--- config.mk ---
export PLATFORM = sky130hd
export DESIGN_NAME = recur_decoder
export DESIGN_NICKNAME = d
export VERILOG_FILES = /design/src/rtl/recur_decoder_pkg.sv /design/src/rtl/recur_decoder_x_pipe_reg.sv /design/src/rtl/recur_decoder.sv
export SDC_FILE = /design/constraint.sdc
export NUM_CORES = 1
export LEC_CHECK = 0
export ABC_AREA = 1
export BUFFER_PORTS_ARGS = -buffer_cell sky130_fd_sc_hd__buf_2
export CORE_ASPECT_RATIO = 1.1
export CORE_MARGIN = 2
export CORE_UTILIZATION = 47
export CTS_BUF_LIST = sky130_fd_sc_hd__clkbuf_16
export DETAILED_ROUTE_END_ITERATION = 8
export PLACE_DENSITY = 0.7
export SLEW_MARGIN = 10
export SYNTH_ARGS = -nofsm -noshare
export SYNTH_HDL_FRONTEND = slang
export SYNTH_SLANG_ARGS = --single-unit
--- constraint.sdc ---
create_clock -name clk -period 3.79 [get_ports clk]
set_input_delay 0.379 -clock clk [delete_from_list [all_inputs] [get_ports clk]]
set_output_delay 0.379 -clock clk [all_outputs]
set_load 0.02 [all_outputs]
--- src/rtl/recur_decoder_pkg.sv ---
// recur_decoder_pkg: FSM state encoding, counter width and default run length
package recur_decoder_pkg;
  typedef enum logic [1:0] {
    S_IDLE  = 2'd0,
    S_RUN   = 2'd1,
    S_DRAIN = 2'd2,
    S_DONE  = 2'd3
  } state_t;
  localparam int CNT_W = 7;
  localparam int N_DEF = 100;
endpackage

--- src/rtl/recur_decoder_x_pipe_reg.sv ---
// x_pipe_reg: single-entry output register with valid/ready handshake
// ports: i_load/i_data capture a new result, i_ready consumes o_data,
//        o_free says a load may happen this cycle without losing o_data
module x_pipe_reg #(
  parameter int W = 32
) (
  input  logic         clk,
  input  logic         rst,
  input  logic         i_load,
  input  logic [W-1:0] i_data,
  input  logic         i_ready,
  output logic [W-1:0] o_data,
  output logic         o_valid,
  output logic         o_free
);
  assign o_free = !o_valid || i_ready;
  always_ff @(posedge clk)
    if (rst) begin
      o_data  <= '0;
      o_valid <= 1'b0;
    end else if (i_load) begin
      o_data  <= i_data;
      o_valid <= 1'b1;
    end else if (i_ready)
      o_valid <= 1'b0;
endmodule

--- src/rtl/recur_decoder.sv ---
// recur_decoder: inverts y(n) = 2*y(n-1) + x(n), emitting x(n) = y(n) - 2*y(n-1) mod 2^W
// ports: start begins a run of N samples; y_in/y_valid/y_ready is the input stream,
//        x_out/x_valid/x_ready the output stream; busy in RUN/DRAIN, done pulses at end,
//        cnt counts samples accepted in the current run
module recur_decoder
  import recur_decoder_pkg::*;
#(
  parameter int W = 32,
  parameter int N = N_DEF
) (
  input  logic             clk,
  input  logic             rst,
  input  logic             start,
  input  logic [W-1:0]     y_in,
  input  logic             y_valid,
  output logic             y_ready,
  output logic [W-1:0]     x_out,
  output logic             x_valid,
  input  logic             x_ready,
  output logic             busy,
  output logic             done,
  output logic [CNT_W-1:0] cnt
);
  // one extra bit so N = 128 is still reachable by the 7-bit counter
  localparam logic [CNT_W:0] N_L = (CNT_W+1)'(N);
  state_t           r_state;
  logic [W-1:0]     r_y_prev;
  logic [CNT_W-1:0] r_cnt;
  logic             r_done;
  logic             w_free;
  logic             w_accept;
  logic             w_last;
  logic [W-1:0]     w_x;
  assign y_ready  = (r_state == S_RUN) && w_free;
  assign w_accept = y_valid && y_ready;
  assign w_x      = y_in - (r_y_prev << 1);
  assign w_last   = ({1'b0, r_cnt} + 1'b1) == N_L;
  assign busy     = (r_state == S_RUN) || (r_state == S_DRAIN);
  assign done     = r_done;
  assign cnt      = r_cnt;
  x_pipe_reg #(.W(W)) u_xreg (
    .clk    (clk),
    .rst    (rst),
    .i_load (w_accept),
    .i_data (w_x),
    .i_ready(x_ready),
    .o_data (x_out),
    .o_valid(x_valid),
    .o_free (w_free)
  );
  always_ff @(posedge clk)
    if (rst) begin
      r_state  <= S_IDLE;
      r_y_prev <= '0;
      r_cnt    <= '0;
      r_done   <= 1'b0;
    end else begin
      r_done <= 1'b0;
      case (r_state)
        S_IDLE:
          if (start) begin
            r_state  <= S_RUN;
            r_y_prev <= '0;
            r_cnt    <= '0;
          end
        S_RUN:
          if (w_accept) begin
            r_y_prev <= y_in;
            r_cnt    <= r_cnt + 1'b1;
            if (w_last) r_state <= S_DRAIN;
          end
        S_DRAIN:
          if (!x_valid || x_ready) begin
            r_state <= S_DONE;
            r_done  <= 1'b1;
          end
        default: r_state <= S_IDLE;
      endcase
    end
endmodule

==> results.cfg <==
[clocking]
cts_made_buffers = 9
htree_levels = 3
clkTransAtPathRegs_ps = 60
clockRootBuffer = clkbuf_16
cts.sink_count = 74
cts_tree = done
holdBufCountCts = 0
cts_resized = 0
clock_path_buffers = 2
cts_setup_buffers = 0
clock_latency_ps = 340

[final_layout]
nets = 1027
antenna_cells = 0
drive_above_1_share_pct = 11.1
syn2layout_area_growth_pct = 15.5
layout_common_cells = 318 x nand2_1, 183 x inv_1, 79 x buf_2
fin_area_um2 = 6110
layout_commonest_cell = nand2_1

[worst_setup_path]
worstSetupEndpointType = register
crit_type = reg2reg
cp_max_fo = 19
rr_endpoint = r_state[0]
ff2ff_setup_slack_ps = 1480
path_cells = ha_1 > inv_2 > nor2_4 > nand2_2 > inv_1 > nand3_1 > nor2_1 > nand2_1 > nand2_1 > nand3_1 > nand2_1 > nor2_1
crit_slowest_cell = inv_1
slowest_delay_ps = 530
worst_r2r_path_depth = 12
worst-endpoint-required_ps = 4020
crit_buf_inv = 2
crit_arrival_ps = 2540
cp_common_cell = nand2_1
reg2reg_from = r_state[0]
cp-start-kind = register
cpLargestDelayFamily = simple AND/OR/NAND/NOR gates

[global_routing]
grt_max_degree = 40
grt_pass1_vias = 4856
antenna_found_initial = 0
grt-ovfl-total = 0
grt_pass1_wl_mm = 22.2
track_usage_pct = 22.5

[min_path]
hold_depth = 3
min_from = x_ready
hold_end = done
hp-class = in2reg

[power]
powerDensity_nw_per_um2 = 552
p_switching_uw = 1400
power_frac_seq_pct = 29.5
clkPwrFrac_pct = 26.7
peakVddDrop_uv = 484
leakagePower_uw = 0.00341
swShare_pct = 41.4
internal_power_uw = 1980
p_comb_share_pct = 43.8

[placement]
dp_hpwl_mm = 9.89
placed_area_um2 = 5800
portBuffers = 79
gp_congestion = 0.909

[yosys]
synth_warnings = 0
synth_cells = 881
synth-seq-area-share_pct = 28.0
syn_area_per_cell_um2 = 6.01
synthesis.nets = 954
synth_seq_cells = 74
ys_types = 33
mappedNetlistArea_um2 = 5290

[sta]
relSlewSlack_pct = 57.8
timing.final.crit_share_pct = 60.9
skew_ps = 4.82
slew_violations = 0
setup_viol = 0
hold_viol = 0
worst_pin_slew_ps = 632
clock.fmax_mhz = 433
post-route-min-period_ps = 2310
rsz0062_at_grt = no
tns_ps = 0

[route]
routed_wl_mm = 13.2
wire_per_inst_um = 12.0
viasPerCell = 4.76
drt_pass1_iterations = 5
ant_nets = 0
vias = 5268
drt_drc_violations_left = 0
drt_iter0_markers = 214

[die]
rows = 40
die_width_um = 105
die_h_um = 115
start_util_pct = 48.3
dieArea_um2 = 12100
core_area_um2 = 11000
boundaryPins = 80

[outcome]
status = finished, final reports clean

[job]
maxCapViolCount = 0
==> cell type report <==
cell class / instances / area (um2)
inverter: 185 / 694
tap: 147 / 184
sequential: 74 / 1480
multi-input combinational: 601 / 3010
clock inverter: 7 / 85.1
clock buffer: 9 / 225
timing repair buffer: 83 / 438
fill: 1158 / 4850
==> metal layers <==
metal | GRT usage, % | wire [um] | part of all wire (%)
met3 | 2.95 | 572 | 4.3
met5 | 0 | 0 | 0
met2 | 38.6 | 6120 | 46
met1 | 29.0 | 6330 | 48
met4 | 8.27 | 230 | 1.7
==> power groups by stage <==
stage               logic [uW]  registers [uW]  clock network (uW)
finish                    1480             994                 901
global route              1660            1010                 951
CTS                       1480             994                 921
detailed placement        1470            1010                   0
global placement          1450            1010                   0
floorplan                 1040            1090                   0
==> synth_stat cells <==
cell type | number | share of area, %
a21o_1 | 1 | 0.14
a21oi_1 | 62 | 5.9
a22oi_1 | 1 | 0.14
a31o_2 | 1 | 0.17
and2_1 | 1 | 0.12
buf_2 | 5 | 0.47
buf_4 | 7 | 0.99
clkbuf_1 | 9 | 0.64
clkinv_1 | 1 | 0.071
dfxtp_1 | 74 | 28
fa_1 | 1 | 0.38
ha_1 | 35 | 8.3
inv_1 | 182 | 13
inv_2 | 2 | 0.14
nand2_1 | 318 | 23
nand2_2 | 2 | 0.24
nand3_1 | 48 | 4.5
nand3b_1 | 2 | 0.28
nand4_1 | 3 | 0.35
nor2_1 | 56 | 4.0
nor2_2 | 1 | 0.12
nor2_4 | 1 | 0.21
nor2_8 | 1 | 0.38
nor3_1 | 1 | 0.094
nor3b_1 | 1 | 0.14
o211ai_1 | 1 | 0.14
o21a_1 | 20 | 2.8
o21ai_0 | 13 | 1.2
o21ai_1 | 3 | 0.28
o21ai_2 | 1 | 0.17
o21bai_1 | 12 | 1.7
xnor2_1 | 3 | 0.50
xor2_1 | 12 | 2.0
==> worst max path at each step <==
| stage | startpoint | endpoint | slack [ps] | cells after the start |
|---|---|---|---|---|
| 2_1_floorplan | y_in[1] | u_xreg.o_data[17] | 1910 | 14 |
| 3_3_place_gp | r_state[1] | u_xreg.o_data[10] | 1570 | 10 |
| 3_5_place_dp | r_state[1] | r_state[1] | 1450 | 13 |
| 4_1_cts | r_state[1] | r_state[1] | 1450 | 13 |
| 5_1_grt | r_state[1] | r_state[0] | 1250 | 13 |
| 6_report | r_state[0] | r_state[0] | 1480 | 12 |
==> state kept, by name, indices dropped and copies added (netlist names) <==
signal          flops
u_xreg.o_data      32
u_xreg.o_valid      1
done                1
r_state             2
cnt                 7
r_y_prev           31
==> kinds of logic after synthesis <==
family,synth area share (%)
simple gates,33.0
flops,28.0
compound gates,12.7
xor+xnor,2.48
fa+ha+maj,8.65
buf+inv,15.2
==> per-stage QoR <==
step | power, uW | instances | utilization, % | hold slack [ps] | setup WS [ps]
after detailed placement | 2480 | 1090 | 53.0 | 457 | 1450
final | 3370 | 1106 | 55.8 | 289 | 1480
after floorplan | 2130 | 881 | - | 444 | 1910
after CTS | 3390 | 1106 | 55.8 | 289 | 1450
after global routing | 3630 | 1106 | 55.8 | 304 | 1250
after global placement | 2460 | 1090 | 53.0 | 454 | 1570
==> tightest hold or removal path, delay by kind of cell <==
family / cells / cell delay [ps]
buf+inv: 1 / 80
simple gates: 2 / 120
No activity file was read; power rests on OpenSTA's default activity.
